===== config.mk =====
export PLATFORM = sky130hd
export DESIGN_NAME = tcl_egress_drain
export DESIGN_NICKNAME = d
export VERILOG_FILES = /design/src/rtl/tcl_egress_drain.sv
export SDC_FILE = /design/constraint.sdc
export NUM_CORES = 1
export LEC_CHECK = 0
export BUFFER_PORTS_ARGS = -buffer_cell sky130_fd_sc_hd__buf_2
export CAP_MARGIN = 25
export CORE_UTILIZATION = 44
export DETAILED_ROUTE_END_ITERATION = 12
export PLACE_DENSITY = 0.66
export SLEW_MARGIN = 15
export SYNTH_ARGS = -nofsm -noshare
export SYNTH_HDL_FRONTEND = slang
export SYNTH_SLANG_ARGS = --single-unit

===== constraint.sdc =====
create_clock -name clk -period 5.6 [get_ports clk]
set_clock_uncertainty 0.05 [all_clocks]
set_input_delay 0.28 -clock clk [delete_from_list [all_inputs] [get_ports clk]]
set_output_delay 0.28 -clock clk [all_outputs]
set_load 0.02 [all_outputs]

===== src/rtl/tcl_egress_drain.sv =====
// tcl_egress_drain
// Downstream stage of the transaction layer. It pops the four per-port
// output FIFOs in round-robin order, tags each word with its port number and
// serialises the words onto one valid/ready stream. It also keeps a saturating
// count of delivered words for each port, which can be read through idx/req.
//
// Ports
//   clk, reset            single rising-edge clock, synchronous active-high reset
//   enable                1 = new pops may be issued (takes effect one cycle later)
//   empty[3:0]            empty flag of FIFO Pn (bit n)
//   dataInP0..dataInP3    FIFO data, valid the cycle after the matching pop
//   popOutP0..popOutP3    one-hot pop strobes to the FIFOs
//   data_out              {port[1:0], word} at the head of the holding buffer
//   valid_out, ready_in   output stream handshake
//   idx, req              counter read select and request
//   counterOut            counter value returned by a read (registered)
//   counterValid          counterOut is valid this cycle
module tcl_egress_drain #(
    parameter int DATA_W    = 12,
    parameter int BUF_DEPTH = 2,
    parameter int CNT_W     = 5
) (
    input  logic              clk,
    input  logic              reset,
    input  logic              enable,
    input  logic [3:0]        empty,
    input  logic [DATA_W-1:0] dataInP0,
    input  logic [DATA_W-1:0] dataInP1,
    input  logic [DATA_W-1:0] dataInP2,
    input  logic [DATA_W-1:0] dataInP3,
    output logic              popOutP0,
    output logic              popOutP1,
    output logic              popOutP2,
    output logic              popOutP3,
    output logic [DATA_W+1:0] data_out,
    output logic              valid_out,
    input  logic              ready_in,
    input  logic [1:0]        idx,
    input  logic              req,
    output logic [CNT_W-1:0]  counterOut,
    output logic              counterValid
);

    localparam int PTR_W = (BUF_DEPTH > 1) ? $clog2(BUF_DEPTH) : 1;
    localparam int OCC_W = $clog2(BUF_DEPTH + 1);

    typedef enum logic {IDLE, ACTIVE} state_e;

    state_e            state_q, state_d;
    logic [1:0]        rrPtr_q, rrPtr_d;
    logic              infl_q;
    logic [1:0]        inflPort_q;
    logic [DATA_W+1:0] buf_q [BUF_DEPTH];
    logic [PTR_W-1:0]  wrPtr_q, wrPtr_d, rdPtr_q, rdPtr_d;
    logic [OCC_W-1:0]  occ_q, occ_d;
    logic [CNT_W-1:0]  count_q [4];
    logic [CNT_W-1:0]  counterOut_q;
    logic              counterValid_q;

    logic              popFound;
    logic [1:0]        popPort;
    logic              issue;
    logic              credit;
    logic              drain;
    logic [OCC_W:0]    demand;
    logic [DATA_W-1:0] inWord;
    logic [1:0]        headPort;

    function automatic logic [PTR_W-1:0] nextPtr(input logic [PTR_W-1:0] p);
        if (p == PTR_W'(BUF_DEPTH - 1)) begin
            return '0;
        end
        return p + PTR_W'(1);
    endfunction

    // Outputs are forced low while reset is held so nothing stale leaks out
    // in the reset cycle itself, before the registers have been cleared.
    assign valid_out = ~reset & (occ_q != '0);
    assign data_out  = reset ? '0 : buf_q[rdPtr_q];
    assign drain     = valid_out & ready_in;
    assign headPort  = buf_q[rdPtr_q][DATA_W+1:DATA_W];

    // Credit counts the word already in flight from last cycle's pop, and
    // frees the slot being drained this cycle, so a steady ready_in sustains
    // one word per cycle without ever overrunning the buffer.
    assign demand = {1'b0, occ_q} + (OCC_W+1)'(infl_q) - (OCC_W+1)'(drain);
    assign credit = demand < (OCC_W+1)'(BUF_DEPTH);

    // Round-robin search starting at rrPtr_q, wrapping 3 -> 0.
    always_comb begin
        popFound = 1'b0;
        popPort  = rrPtr_q;
        for (int i = 0; i < 4; i++) begin
            if (!popFound && !empty[rrPtr_q + 2'(i)]) begin
                popFound = 1'b1;
                popPort  = rrPtr_q + 2'(i);
            end
        end
    end

    assign issue    = popFound & credit & (state_q == ACTIVE) & ~reset;
    assign popOutP0 = issue & (popPort == 2'd0);
    assign popOutP1 = issue & (popPort == 2'd1);
    assign popOutP2 = issue & (popPort == 2'd2);
    assign popOutP3 = issue & (popPort == 2'd3);

    always_comb begin
        inWord = dataInP0;
        case (inflPort_q)
            2'd0:    inWord = dataInP0;
            2'd1:    inWord = dataInP1;
            2'd2:    inWord = dataInP2;
            default: inWord = dataInP3;
        endcase
    end

    always_comb begin
        state_d = state_q;
        rrPtr_d = rrPtr_q;
        wrPtr_d = wrPtr_q;
        rdPtr_d = rdPtr_q;
        occ_d   = occ_q + OCC_W'(infl_q) - OCC_W'(drain);
        case (state_q)
            IDLE:    if (enable)  state_d = ACTIVE;
            ACTIVE:  if (!enable) state_d = IDLE;
            default: state_d = IDLE;
        endcase
        if (issue) begin
            rrPtr_d = popPort + 2'd1;
        end
        if (infl_q) begin
            wrPtr_d = nextPtr(wrPtr_q);
        end
        if (drain) begin
            rdPtr_d = nextPtr(rdPtr_q);
        end
    end

    // A word in flight is captured even in IDLE; reset discards it.
    always_ff @(posedge clk) begin
        if (reset) begin
            state_q    <= IDLE;
            rrPtr_q    <= '0;
            infl_q     <= 1'b0;
            inflPort_q <= '0;
            wrPtr_q    <= '0;
            rdPtr_q    <= '0;
            occ_q      <= '0;
            for (int i = 0; i < BUF_DEPTH; i++) begin
                buf_q[i] <= '0;
            end
        end else begin
            state_q    <= state_d;
            rrPtr_q    <= rrPtr_d;
            infl_q     <= issue;
            inflPort_q <= popPort;
            wrPtr_q    <= wrPtr_d;
            rdPtr_q    <= rdPtr_d;
            occ_q      <= occ_d;
            if (infl_q) begin
                buf_q[wrPtr_q] <= {inflPort_q, inWord};
            end
        end
    end

    // Reads sample the register before this edge's increment, so a read that
    // coincides with a delivery returns the pre-increment value.
    always_ff @(posedge clk) begin
        if (reset) begin
            for (int p = 0; p < 4; p++) begin
                count_q[p] <= '0;
            end
            counterOut_q   <= '0;
            counterValid_q <= 1'b0;
        end else begin
            if (drain && (count_q[headPort] != '1)) begin
                count_q[headPort] <= count_q[headPort] + CNT_W'(1);
            end
            counterValid_q <= req;
            if (req) begin
                counterOut_q <= count_q[idx];
            end
        end
    end

    assign counterOut   = counterOut_q;
    assign counterValid = counterValid_q;

endmodule

==> impl_metrics.xml <==
<?xml version="1.0" encoding="UTF-8"?>
<metrics>
  <group name="worst_setup_path">
    <metric name="criticalPathCategory" unit="">reg -&gt; reg</metric>
    <metric name="timing.critical_path.required" unit="ns">5.53</metric>
    <metric name="arrival" unit="ns">3.51</metric>
    <metric name="worstPathBufferInverterCount" unit="">2</metric>
    <metric name="critical_path.endpoint_type" unit="">register</metric>
    <metric name="worstSetupPathDepth" unit="">9</metric>
    <metric name="worst_path_max_delay_cell" unit="">sky130_fd_sc_hd__mux4_2</metric>
    <metric name="path_cells" unit="">buf_4 -&gt; mux2i_1 -&gt; buf_4 -&gt; mux4_2 -&gt; ha_1 -&gt; and3_1 -&gt; ha_1 -&gt; or2_2 -&gt; o31ai_1</metric>
    <metric name="crit_path_max_fanout" unit="">13</metric>
    <metric name="r2r_setup_slack" unit="ns">2.02</metric>
    <metric name="crit_path_start_kind" unit="">register</metric>
    <metric name="slowest_delay" unit="ns">0.58</metric>
    <metric name="r2r-end" unit="">count_q[3][4]</metric>
    <metric name="path_delay_family" unit="">multiplexers</metric>
    <metric name="rr_worst_depth" unit="">9</metric>
    <metric name="crit_end" unit="">count_q[3][4]</metric>
  </group>
  <group name="routing">
    <metric name="antenna_left" unit="">0</metric>
    <metric name="drt-initial-drc-count" unit="">123</metric>
    <metric name="drc" unit="">0</metric>
    <metric name="num_vias" unit="">2392</metric>
    <metric name="routed_wirelength" unit="um">7100</metric>
    <metric name="drt-vias-per-instance" unit="">5.18</metric>
    <metric name="drt_first_pass_iters" unit="">4</metric>
    <metric name="wire_per_inst" unit="um">15.4</metric>
  </group>
  <group name="placed_design">
    <metric name="hpwlAfterDp" unit="um">5070</metric>
    <metric name="place_congestion" unit="">0.843</metric>
    <metric name="port_buffers" unit="">83</metric>
    <metric name="placement.setup.worst_slack" unit="ns">1.92</metric>
  </group>
  <group name="timing">
    <metric name="drv_slew" unit="">0</metric>
    <metric name="relative_slew_slack" unit="%">40.2</metric>
    <metric name="fin_hold_ws" unit="ns">0.0982</metric>
    <metric name="final_critical_period" unit="ns">3.58</metric>
    <metric name="report.final.setup_viol" unit="">0</metric>
    <metric name="grt_setup_unrepaired" unit="">false</metric>
    <metric name="finalSetupTns" unit="ns">0</metric>
    <metric name="timing_hold_violations_final" unit="">0</metric>
    <metric name="period_share" unit="%">63.9</metric>
    <metric name="transition_time_of_the_tightest_slew_check_pin" unit="ns">0.896</metric>
    <metric name="achievable-frequency" unit="MHz">279</metric>
    <metric name="finalWorstSetupSlack" unit="ns">2.02</metric>
  </group>
  <group name="floorplanning">
    <metric name="placement_rows" unit="">31</metric>
    <metric name="die_area" unit="mm^2">0.00813</metric>
    <metric name="core" unit="mm^2">0.00737</metric>
    <metric name="start_util" unit="%">46.4</metric>
    <metric name="die_width" unit="um">90.2</metric>
    <metric name="boundaryPins" unit="">84</metric>
    <metric name="dieHeight" unit="um">90.2</metric>
  </group>
  <group name="clock_tree">
    <metric name="cts_root_buffer" unit="">sky130_fd_sc_hd__clkbuf_8</metric>
    <metric name="numCtsBuffers" unit="">9</metric>
    <metric name="hold_buffers" unit="">0</metric>
    <metric name="clock_insertion_delay_worst_skew" unit="ns">0.35</metric>
    <metric name="post_cts.resized_instances" unit="">0</metric>
    <metric name="clk_transition_reported_paths" unit="ns">0.07</metric>
    <metric name="cts_htree_levels" unit="">3</metric>
    <metric name="clock_sinks" unit="">65</metric>
    <metric name="ctsLongestPathBuffers" unit="">2</metric>
    <metric name="tritoncts" unit="">built</metric>
    <metric name="postCtsSetupBuffers" unit="">0</metric>
  </group>
  <group name="pwr">
    <metric name="total_leakage_power" unit="nW">1.72</metric>
    <metric name="p_comb_share" unit="%">16.2</metric>
    <metric name="totalPowerFinal" unit="W">0.00119</metric>
    <metric name="power_density" unit="mW/mm^2">288</metric>
    <metric name="seq_power_share" unit="%">48.0</metric>
    <metric name="clock_power_share" unit="%">35.9</metric>
    <metric name="switching_power" unit="W">0.000301</metric>
    <metric name="power.ir.vdd_worst" unit="mV">0.152</metric>
    <metric name="internal_power" unit="W">0.000887</metric>
    <metric name="net_switching_fraction_of_the_power" unit="%">25.3</metric>
  </group>
  <group name="logic_synthesis">
    <metric name="syn-cell-area" unit="mm^2">0.00342</metric>
    <metric name="synth_nets" unit="">345</metric>
    <metric name="synth-seq-area-share" unit="%">52.1</metric>
    <metric name="synth.lib_cells_used.distinct" unit="">33</metric>
    <metric name="syn_inst" unit="">277</metric>
    <metric name="syn_area_per_cell" unit="um^2">12.3</metric>
    <metric name="ys_warn_count" unit="">0</metric>
    <metric name="ys_ff_latch" unit="">65</metric>
  </group>
  <group name="worst_hold_path">
    <metric name="hold_class" unit="">in -&gt; reg</metric>
  </group>
  <group name="finish">
    <metric name="fillers" unit="">659</metric>
    <metric name="nNetsFinal" unit="">426</metric>
    <metric name="drive_above_1_share" unit="%">35.0</metric>
    <metric name="n_antenna_cell" unit="">0</metric>
    <metric name="utilization" unit="%">55.9</metric>
    <metric name="area_growth_syn_to_layout" unit="%">20.4</metric>
  </group>
  <group name="global_routing">
    <metric name="grt_start_max_net_pins" unit="">35</metric>
    <metric name="first_global_vias" unit="">2412</metric>
    <metric name="grt_antenna_before_repair" unit="">0</metric>
    <metric name="grt_overflow_total" unit="">0</metric>
    <metric name="globalRouteTotalUtil" unit="%">18.9</metric>
    <metric name="grt_first_pass_wirelength" unit="um">11600</metric>
  </group>
  <group name="run_status">
    <metric name="status" unit="">completed</metric>
  </group>
  <group name="flow_run">
    <metric name="number_of_maximum_capacitance_violations" unit="">0</metric>
  </group>
</metrics>
## layout make-up
type                            instances  area, um^2  share of cell area, %
Sequential cell                        65        1780                   43.3
Timing Repair Buffer                   86         438                   10.6
Multi-Input combinational cell        181        1510                   36.6
Inverter                               15        56.3                   1.37
Clock buffer                           10         128                   3.10
Tap cell                               99         124                   3.01
Clock inverter                          6        82.6                   2.00
## kinds of logic (layout without fill, tap and decap cells)
logic type	count (synthesis)	in the layout	synth area share, %
mux	45	45	21.2
buf+inv	31	117	3.80
xor+xnor	5	5	1.50
compound gates	12	12	2.30
simple gates	110	110	15.6
flops	65	65	52.1
fa+ha+maj	9	9	3.51
## cells in the final DEF (no fill, tap or decap), types with 2 or more instances in the layout
master	synthesis	layout
sky130_fd_sc_hd__and3_1	2	2
sky130_fd_sc_hd__nand3b_1	3	3
sky130_fd_sc_hd__nand2_1	10	10
sky130_fd_sc_hd__and2_1	18	18
sky130_fd_sc_hd__a21oi_1	2	2
sky130_fd_sc_hd__nor2b_1	17	17
sky130_fd_sc_hd__xnor2_1	3	3
sky130_fd_sc_hd__nor2_1	53	53
sky130_fd_sc_hd__dfxtp_1	17	17
sky130_fd_sc_hd__buf_4	1	3
sky130_fd_sc_hd__inv_1	15	15
sky130_fd_sc_hd__edfxtp_1	48	48
sky130_fd_sc_hd__nand3_1	3	3
sky130_fd_sc_hd__clkinv_2	0	3
sky130_fd_sc_hd__mux2i_1	23	23
sky130_fd_sc_hd__ha_1	8	8
sky130_fd_sc_hd__mux4_2	22	22
sky130_fd_sc_hd__bufinv_16	0	2
sky130_fd_sc_hd__buf_2	2	83
sky130_fd_sc_hd__clkbuf_8	0	9
sky130_fd_sc_hd__o21ai_0	4	4
## through the flow
step / cell area (um^2) / std cells
floorplan: 3420 / 277
global placement: 3900 / 445
detailed placement: 3900 / 445
CTS: 4110 / 461
global route: 4120 / 462
finish: 4120 / 462
## state kept, by name, indices dropped and copies added, names as in the netlist, 2 cells and up, named ones only
name,flops
buf_q,28
count_q,20
counterOut,5
inflPort_q,2
occ_q,2
rrPtr_q,2
## per-layer routing
metal | share of wire [%] | wire [um] | vias to the layer above | global-route usage (%)
met3 | 4.6 | 327 | 14 | 4.23
met1 | 41 | 2940 | 1166 | 22.5
met2 | 52 | 3690 | 75 | 31.7
met5 | 0 | 0 | - | 0
met4 | 1.9 | 134 | 0 | 10.3
li1 | - | - | 1137 | -
## cells in the mapped netlist
master	count	area, um^2
sky130_fd_sc_hd__nand2_1	10	37.5
sky130_fd_sc_hd__buf_2	2	10.0
sky130_fd_sc_hd__nor2_1	53	199
sky130_fd_sc_hd__fa_1	1	20.0
sky130_fd_sc_hd__mux2i_1	23	230
sky130_fd_sc_hd__nand3_1	3	15.0
sky130_fd_sc_hd__a22oi_1	1	7.51
sky130_fd_sc_hd__edfxtp_1	48	1440
sky130_fd_sc_hd__dfxtp_1	17	340
sky130_fd_sc_hd__nand3b_1	3	22.5
sky130_fd_sc_hd__and2_1	18	113
sky130_fd_sc_hd__nand2b_1	1	6.26
sky130_fd_sc_hd__nand4_1	1	6.26
sky130_fd_sc_hd__a21o_1	1	7.51
sky130_fd_sc_hd__a211oi_1	1	7.51
sky130_fd_sc_hd__xnor2_1	3	26.3
sky130_fd_sc_hd__o21ai_0	4	20.0
sky130_fd_sc_hd__inv_1	15	56.3
sky130_fd_sc_hd__clkbuf_1	12	45.0
sky130_fd_sc_hd__o31ai_1	1	7.51
sky130_fd_sc_hd__mux4_2	22	495
sky130_fd_sc_hd__nor2b_2	1	8.76
sky130_fd_sc_hd__and3_1	2	12.5
sky130_fd_sc_hd__a21oi_1	2	10.0
sky130_fd_sc_hd__nor2b_1	17	106
sky130_fd_sc_hd__xnor2_2	1	16.3
sky130_fd_sc_hd__buf_6	1	11.3
sky130_fd_sc_hd__or2_2	1	6.26
sky130_fd_sc_hd__buf_4	1	7.51
sky130_fd_sc_hd__o21ba_2	1	10.0
sky130_fd_sc_hd__ha_1	8	100
sky130_fd_sc_hd__xor2_1	1	8.76
sky130_fd_sc_hd__o221ai_1	1	8.76
## power by group through the flow
stage | registers [W] | clock network [W] | logic, W
floorplan | 0.000571 | 0 | 0.000139
global placement | 0.000579 | 0 | 0.000190
detailed placement | 0.000580 | 0 | 0.000192
CTS | 0.000570 | 0.000435 | 0.000193
global route | 0.000573 | 0.000455 | 0.000212
finish | 0.000570 | 0.000426 | 0.000192
## worst min-delay path by stage
stage / start / endpoint / slack, ns / cells after the start
floorplan: enable / state_q / 0.36 / 1
global placement: counterOut[2] / counterOut[2] / 0.42 / 2
detailed placement: counterOut[0] / counterOut[0] / 0.43 / 2
CTS: enable / state_q / 0.09 / 2
global route: enable / state_q / 0.12 / 2
finish: enable / state_q / 0.1 / 2
(Power assumes the default switching activity.)
